--- config.mk ---
export PLATFORM = sky130hd
export DESIGN_NAME = scorecard_keeper
export DESIGN_NICKNAME = d
export VERILOG_FILES = /design/src/rtl/scorecard_keeper.sv
export SDC_FILE = /design/constraint.sdc
export NUM_CORES = 1
export LEC_CHECK = 0
export CORE_ASPECT_RATIO = 1.4
export CORE_MARGIN = 2
export CORE_UTILIZATION = 46
export DETAILED_ROUTE_END_ITERATION = 7
export GPL_TIMING_DRIVEN = 0
export PLACE_DENSITY = 0.65
export SLEW_MARGIN = 25
export SYNTH_ARGS = -nofsm -noshare
export SYNTH_HDL_FRONTEND = slang
export SYNTH_SLANG_ARGS = --single-unit
--- constraint.sdc ---
create_clock -name clk -period 6.02 [get_ports clk]
set_input_delay 1.204 -clock clk [delete_from_list [all_inputs] [get_ports clk]]
set_output_delay 1.204 -clock clk [all_outputs]
set_load 0.05 [all_outputs]
--- src/rtl/scorecard_keeper.sv ---
// scorecard_keeper: two-player Yacht scorecard with checked commits, serial total/bonus
// recomputation, game-over/winner detection and a registered random-read port.
module scorecard_keeper #(
    parameter int NUM_CAT      = 12,
    parameter int UPPER_CAT    = 6,
    parameter int BONUS_THRESH = 63,
    parameter int BONUS_VAL    = 35
) (
    input  logic               clk,
    input  logic               reset_n,
    input  logic               clear,
    input  logic               commit,
    input  logic               commit_player,
    input  logic [3:0]         commit_cat,
    input  logic [7:0]         commit_score,
    output logic               busy,
    output logic               commit_ack,
    output logic               commit_rej,
    output logic [8:0]         p1_total,
    output logic [8:0]         p2_total,
    output logic               p1_bonus,
    output logic               p2_bonus,
    output logic [NUM_CAT-1:0] used_p1,
    output logic [NUM_CAT-1:0] used_p2,
    output logic               game_over,
    output logic [1:0]         winner,
    input  logic               rd_player,
    input  logic [3:0]         rd_cat,
    output logic [7:0]         rd_score,
    output logic               rd_used
);
    localparam logic [3:0]  NC   = 4'(NUM_CAT);
    localparam logic [3:0]  LAST = 4'(NUM_CAT - 1);
    localparam logic [3:0]  UC   = 4'(UPPER_CAT);
    localparam logic [8:0]  THR  = 9'(BONUS_THRESH);
    localparam logic [10:0] BV   = 11'(BONUS_VAL);

    typedef enum logic [1:0] {IDLE, CHECK, SUM, FINAL} state_t;
    state_t state, state_nx;

    logic               rst;
    logic               pl;
    logic [3:0]         cat;
    logic [7:0]         sc;
    logic [3:0]         idx;
    logic [7:0]         ent  [2][NUM_CAT];
    logic [NUM_CAT-1:0] used [2];
    logic [9:0]         acc  [2];
    logic [8:0]         up   [2];
    logic               bon  [2];
    logic [10:0]        tot_add [2];
    logic [8:0]         tot  [2];
    logic               reject;
    logic               go_nx;

    assign rst     = !reset_n || clear;
    assign used_p1 = used[0];
    assign used_p2 = used[1];
    // cat is range-checked first so an out-of-range used lookup never decides the outcome
    assign reject  = (cat >= NC) || used[pl][cat] || game_over;
    assign go_nx   = (&used[0]) && (&used[1]);

    always_ff @(posedge clk) begin
        if (rst) state <= IDLE;
        else     state <= state_nx;
    end

    always_comb begin
        state_nx = state == IDLE  ? (commit ? CHECK : IDLE) :
                   state == CHECK ? (reject ? IDLE : SUM) :
                   state == SUM   ? (idx == LAST ? FINAL : SUM) : IDLE;
    end

    always_comb begin
        busy = state != IDLE;
        for (int p = 0; p < 2; p++) begin
            bon[p]     = up[p] >= THR;
            tot_add[p] = {1'b0, acc[p]} + (bon[p] ? BV : 11'd0);
            tot[p]     = tot_add[p] > 11'd511 ? 9'd511 : tot_add[p][8:0];
        end
    end

    always_ff @(posedge clk) begin
        if (rst) begin
            pl         <= 1'b0;
            cat        <= '0;
            sc         <= '0;
            idx        <= '0;
            commit_ack <= 1'b0;
            commit_rej <= 1'b0;
            p1_total   <= '0;
            p2_total   <= '0;
            p1_bonus   <= 1'b0;
            p2_bonus   <= 1'b0;
            game_over  <= 1'b0;
            winner     <= '0;
            rd_score   <= '0;
            rd_used    <= 1'b0;
            for (int p = 0; p < 2; p++) begin
                used[p] <= '0;
                acc[p]  <= '0;
                up[p]   <= '0;
                for (int c = 0; c < NUM_CAT; c++) ent[p][c] <= '0;
            end
        end else begin
            commit_ack <= state == CHECK && !reject;
            commit_rej <= state == CHECK && reject;
            if (state == IDLE && commit) begin
                pl  <= commit_player;
                cat <= commit_cat;
                sc  <= commit_score;
            end
            if (state == CHECK && !reject) begin
                ent[pl][cat]  <= sc;
                used[pl][cat] <= 1'b1;
                idx           <= '0;
                for (int p = 0; p < 2; p++) begin
                    acc[p] <= '0;
                    up[p]  <= '0;
                end
            end
            if (state == SUM) begin
                idx <= idx + 4'd1;
                for (int p = 0; p < 2; p++) begin
                    acc[p] <= acc[p] + {2'b0, ent[p][idx]};
                    up[p]  <= idx < UC ? up[p] + {1'b0, ent[p][idx]} : up[p];
                end
            end
            if (state == FINAL) begin
                p1_total  <= tot[0];
                p2_total  <= tot[1];
                p1_bonus  <= bon[0];
                p2_bonus  <= bon[1];
                game_over <= go_nx;
                winner    <= !go_nx ? 2'd0 : tot[0] > tot[1] ? 2'd1 : tot[1] > tot[0] ? 2'd2 : 2'd3;
            end
            rd_score <= rd_cat < NC ? ent[rd_player][rd_cat] : 8'd0;
            rd_used  <= rd_cat < NC ? used[rd_player][rd_cat] : 1'b0;
        end
    end
endmodule
; Word level (Yosys, flattened, before mapping)
; Memory sizes are Yosys's and may differ from the RTL's. A register that Yosys moved wholly into a read port is not among the register bits.
; Cells that the tools add are included.
; W data, S select, Z words.
[totals]
latchBits = 0
output_inout_bits = 59
ram_bits = 254
mem_count = 4
input_bits = 22
word_cells = 137
rom_bits = 0
regBits = 53
[op_classes]
eq_ne = 4
add_sub_neg = 7
div = 0
magnitude_cmp = 16
n_mux = 60
reduce_logical = 19
bitwise_logic = 12
n_mul = 0
shift = 0
[mem_list]
columns = memory, words, word_bits, rd, rd_ports_with_merged_regs, write_ports, line_no
row1 = ent, 2, 96, 3, 0, 2, 46  ; logic [7:0] ent [2][NUM_CAT];
row2 = used, 2, 12, 4, 1, 2, 47  ; logic [NUM_CAT-1:0] used [2];
row3 = acc, 2, 10, 2, 0, 2, 48  ; logic [9:0] acc [2];
row4 = up, 2, 9, 2, 0, 2, 49  ; logic [8:0] up [2];
[op_table]
columns = op, n
row1 = $mux W96, 3
row2 = $bmux W8 S4, 3
row3 = $reduce_or A96 Y1, 1
row4 = $mux W9, 8
row5 = $mux W8, 7
row6 = $mux W10, 4
row7 = $mux W12, 3
row8 = $demux W8 S4, 1
row9 = $reduce_and A12 Y1, 2
row10 = $add A10 B6 Y11, 2
row11 = $gt A11 B9 Y1 const B, 2
row12 = $add A10 B8 Y10, 2
row13 = $add A9 B8 Y9, 2
row14 = $ge A9 B6 Y1 const B, 2
row15 = $gt A9 B9 Y1, 2
row16 = $mux W1, 18
row17 = $ge A5 B5 Y1 const B, 3
row18 = $not A4 Y5, 3
row19 = $mux W2, 6
row20 = $mux W6, 2
row21 = $reduce_or A12 Y1, 1
row22 = $lt A4 B5 Y1 const B, 2
row23 = $bmux W1 S4, 2
row24 = $mux W4, 2
row25 = 18 further kinds, 35

; Longest topological paths before layout
[depth]
word_depth = 11
mapped_depth = 16
ltp_nobuf = 15

; Least setup slack after synthesis
; OpenSTA, ideal clock, no wires.
[synth_path]
path_kind = register to register
startpoint = memory up[0][6]
endpoint = register winner[1]
n_path_buf = 1
required_time_ns = 5.933
arrival_ns = 3.741
path_stages_with_launch = 17
setup_slack_ns = 2.192
setup_time_ns = 0.087
synth_period_minus_slack_ns = 3.828
cell_sequence = edfxtp_1 > nor3_1 > o21ai_0 > ha_1 > fa_1 > and3_1 > a31o_2 > o31a_1 > nor2_1 > clkbuf_1 > nand2_1 > ha_1 > a211o_1 > o221ai_1 > a21oi_1 > o31a_1 > o31ai_1
[synth_lines]
columns = element, line_no
row1 = "start, declared", 49
row2 = "end signal, assigned", 135  ; winner <= !go_nx ? 2'd0 : tot[0] > tot[1] ? 2'd1 : tot[1] > tot[0] ? 2'd2 : 2'd3;
row3 = "end, declared", 26  ; output logic [1:0] winner,

==> results_tabular.tex <==
\begin{tabular}{lr}
\hline
Metric & Value \\
\hline
\multicolumn{2}{l}{\textbf{Layout}} \\
Layout cells sized above 1 & 13.8\% \\
Post-Layout Cell Count & 1,915 \\
Area delta synth->final & 15.2\% \\
Summed area of non-filler cells in the final layout & 0.0187 mm² \\
Post-layout net count & 1,509 \\
Fillers & 2,995 \\
\multicolumn{2}{l}{\textbf{Worst setup path}} \\
Maximum fanout count along the critical path & 10 \\
Number of cells on the worst reg-to-reg path & 12 \\
Worst reg2reg setup slack & 1.44 ns \\
Data required, critical path & 6.34 ns \\
Critical Path Sink Type & register \\
Startpoint class of the critical path & register \\
Crit path DAT & 4.90 ns \\
Worst flop-to-flop path startpoint & idx[1] \\
Startpoint-to-endpoint class of the critical path & register to register \\
Endpoint of the most critical register-to-register path & acc[0][18] \\
\multicolumn{2}{l}{\textbf{Synth}} \\
Cell Area, Synth & 0.0162 mm² \\
Number of synthesized register bits & 308 \\
Top-area cell type share of the netlist area & 42.5\% \\
Portion of the post-synthesis area used by sequential elements & 52.1\% \\
Synth top area cells & edfxtp\_1 (43\%), mux4\_2 (14\%), dfxtp\_1 (9.6\%) \\
Count of unique library cells instantiated by Yosys & 72 \\
Net count after synthesis & 1,383 \\
Number of flops mapped to enable cells by yosys & 230 \\
Synth Flop Type & edfxtp\_1 \\
Asr flop ratio synth & 0\% \\
Synth warn & 0 \\
Mean area per synthesized cell & 12.4 µm² \\
Cells after Synth & 1,307 \\
Cell accounting for the most synthesized area & edfxtp\_1 \\
\multicolumn{2}{l}{\textbf{Global route}} \\
Global-route wire length before repair & 72,000 µm \\
Total gr overflow & 0 \\
GR met3 Demand/Resource & 3.53\% \\
Met2 GRT Util & 49.0\% \\
Gr busiest metal & met2 \\
Met1 Use GR & 31.2\% \\
Maximum number of pins on one net before global-route repair & 21 \\
Number of global-route vias before repair & 11,600 \\
Global Route Usage Sum & 26.7\% \\
Number of antenna violations at the first check in global routing & 2 \\
\multicolumn{2}{l}{\textbf{Worst hold path}} \\
Startpoint of the lowest-slack hold path & winner[1] \\
Min-Delay Endpoint & winner[1] \\
Cell depth of the worst hold path & 2 \\
Hold Path Class & register to register \\
\multicolumn{2}{l}{\textbf{Detailed routing}} \\
Total routed wirelength & 48,800 µm \\
Vias per inst & 6.11 \\
DRT Pass-1 Iters & 5 \\
Routed length per placed instance & 25.5 µm \\
Residual antenna-violating net count after detailed routing & 0 \\
Number of remaining DRC errors & 0 \\
Initial DRC Count & 1,148 \\
Total number of vias & 11,700 \\
\multicolumn{2}{l}{\textbf{Clock tree}} \\
Cells resized by post-CTS repair & 0 \\
Sinks on the clock net & 308 \\
Root Buffer & clkbuf\_16 \\
Max Buffers Root-to-Sink & 3 \\
Deepest level of the CTS H-tree & 1 \\
Setup repair bufs after CTS & 0 \\
Total clock buffers created by CTS & 31 \\
Hold buffer count at cts & 0 \\
Clock transition at path regs & 0.06 ns \\
Clock latency of the later-clocked register in the worst-skew pair & 0.58 ns \\
CTS tree & built \\
\multicolumn{2}{l}{\textbf{STA}} \\
RSZ-0062 raised after global routing & false \\
Max Clock Freq & 0.219 GHz \\
Number of setup violations in the final report & 0 \\
Pins Over Slew Limit & 0 \\
Worst hold slack across all endpoints & 0.475 ns \\
Slew at the pin closest to its max-slew limit & 1.06 ns \\
Final clock skew & 0.0191 ns \\
Worst slew margin relative to its limit & 29.4\% \\
Final total negative setup slack & 0 ns \\
Post-route fraction of the period consumed by the critical path & 76.0\% \\
Time the final worst path needs with I/O delays and setup & 4.58 ns \\
Final hold violations & 0 \\
\multicolumn{2}{l}{\textbf{Place}} \\
Port bufs & 77 \\
DP Cell Count & 1,856 \\
Final HPWL from detailed placement & 38,000 µm \\
Dpl cell area & 0.0177 mm² \\
RePlAce Congestion & 0.931 \\
\multicolumn{2}{l}{\textbf{Floorplanning}} \\
Starting Density & 46.6\% \\
Horizontal extent of the die & 163 µm \\
Overall die area & 0.0368 mm² \\
Rows & 81 \\
Top-level port count & 81 \\
Chip Height & 226 µm \\
Floorplan core area & 0.0349 mm² \\
\multicolumn{2}{l}{\textbf{Pwr}} \\
Power density normalized to cell area & 256 mW/mm² \\
P\_leak & 6.71 nW \\
Maximum resistive drop on vdd & 0.221 mV \\
\multicolumn{2}{l}{\textbf{Outcome}} \\
Run status & completed \\
\multicolumn{2}{l}{\textbf{Job}} \\
Max-cap violation count & 0 \\
\hline
\end{tabular}
[Yosys cell counts (11+ instances only)]
cell type and count:
edfxtp_1 230, mux2i_1 59, a211oi_1 13, ha_1 48, o22ai_1 17, nor2_1 121, nand2_1 109, clkbuf_1 54
nor3_1 38, a21oi_1 46, o21ai_0 85, mux4_2 101, inv_1 35, buf_2 14, and3_1 18, nand4_1 14
xnor2_1 13, nand2b_1 14, dfxtp_1 78, o21a_1 12, nor2b_1 17, and2_1 28, o22a_1 11
[flip-flops by register name, summed over array words and instances (netlist names), 8 cells and up, named ones only]
signal / cells
ent: 192
sc: 8
used: 24
up: 18
p1_total: 9
acc: 20
rd_score: 8
p2_total: 9
[cell type report]
cell class,instances,area [µm²],area share [%]
clock inverters,13,116,0.622
inverters,35,131,0.702
plain buffers,79,334,1.79
flip-flops and latches,308,8470,45.3
diodes,2,5.00,0.0268
repair buffers,93,891,4.76
multi-input cells,885,7310,39.1
clock buffers,44,885,4.73
well taps,456,571,3.05
[metrics by stage]
step / total power, mW / worst slack [ns] / util [%]
after detailed placement: 2.90 / 1.48 / 50.8
final: 4.78 / 1.44 / 53.7
after global routing: 4.92 / 1.19 / 53.7
after CTS: 4.80 / 1.47 / 53.6
after floorplan: 2.73 / 2.19 / -
after global placement: 2.88 / 1.20 / 50.4
[cells in the final DEF, fill, tap and decap left out, types with 17 or more instances in the layout]
cell type | netlist | layout
buf_4 | 1 | 17
dfxtp_1 | 78 | 78
and2_1 | 28 | 28
nor2b_1 | 17 | 17
mux4_2 | 101 | 101
nand2_1 | 109 | 109
nor2_1 | 121 | 121
clkbuf_1 | 54 | 61
o22ai_1 | 17 | 17
clkbuf_16 | 0 | 31
ha_1 | 48 | 48
o21ai_1 | 8 | 26
nor3_1 | 38 | 38
inv_1 | 35 | 35
edfxtp_1 | 230 | 230
o21ai_0 | 85 | 66
a21oi_1 | 46 | 46
mux2i_1 | 59 | 59
and3_1 | 18 | 18
clkdlybuf4s50_1 | 0 | 77
[cell families after synthesis]
family,count (synthesis),synth area share [%]
simple gates,401,11.8
flops,308,52.1
compound gates,246,9.73
mux,165,18.0
buf+inv,114,2.87
fa+ha+maj,54,4.44
xor+xnor,19,1.02
[layer usage]
layer	routed length [µm]	vias to the layer above	share of wire, %
met1	17800	5845	37
met5	0	-	0
li1	-	5265	-
met2	26000	477	53
met3	2840	122	5.8
met4	2160	0	4.4
[worst max path at each step]
stage | slack [ns] | cells after the start | startpoint | to
CTS | 1.47 | 12 | idx[1] | acc[0][18]
global placement | 1.20 | 5 | clear | ent[1][4]
detailed placement | 1.48 | 12 | idx[1] | acc[0][18]
global route | 1.19 | 16 | up[0][6] | winner[1]
floorplan | 2.19 | 16 | up[0][6] | winner[1]
finish | 1.44 | 12 | idx[1] | acc[0][18]
[worst max-delay path, cell delays in order, from the launching register on]
cell,delay [ns]
dfxtp_1,0.34
clkbuf_1,0.40
clkbuf_1,0.73
buf_1,0.55
mux4_2,0.32
inv_1,0.04
o22ai_1,0.39
ha_1,0.36
nor2b_1,0.16
o21ai_0,0.27
a21boi_0,0.23
o41ai_1,0.39
mux2i_1,0.13
[report_power, final]
| part | total, mW | internal, mW | switching [mW] |
|---|---|---|---|
| sequential | 2.40 | 2.35 | 0.0545 |
| clock | 1.93 | 1.10 | 0.824 |
| combinational | 0.454 | 0.186 | 0.268 |
Note: power is estimated with default switching activity, not from simulation.
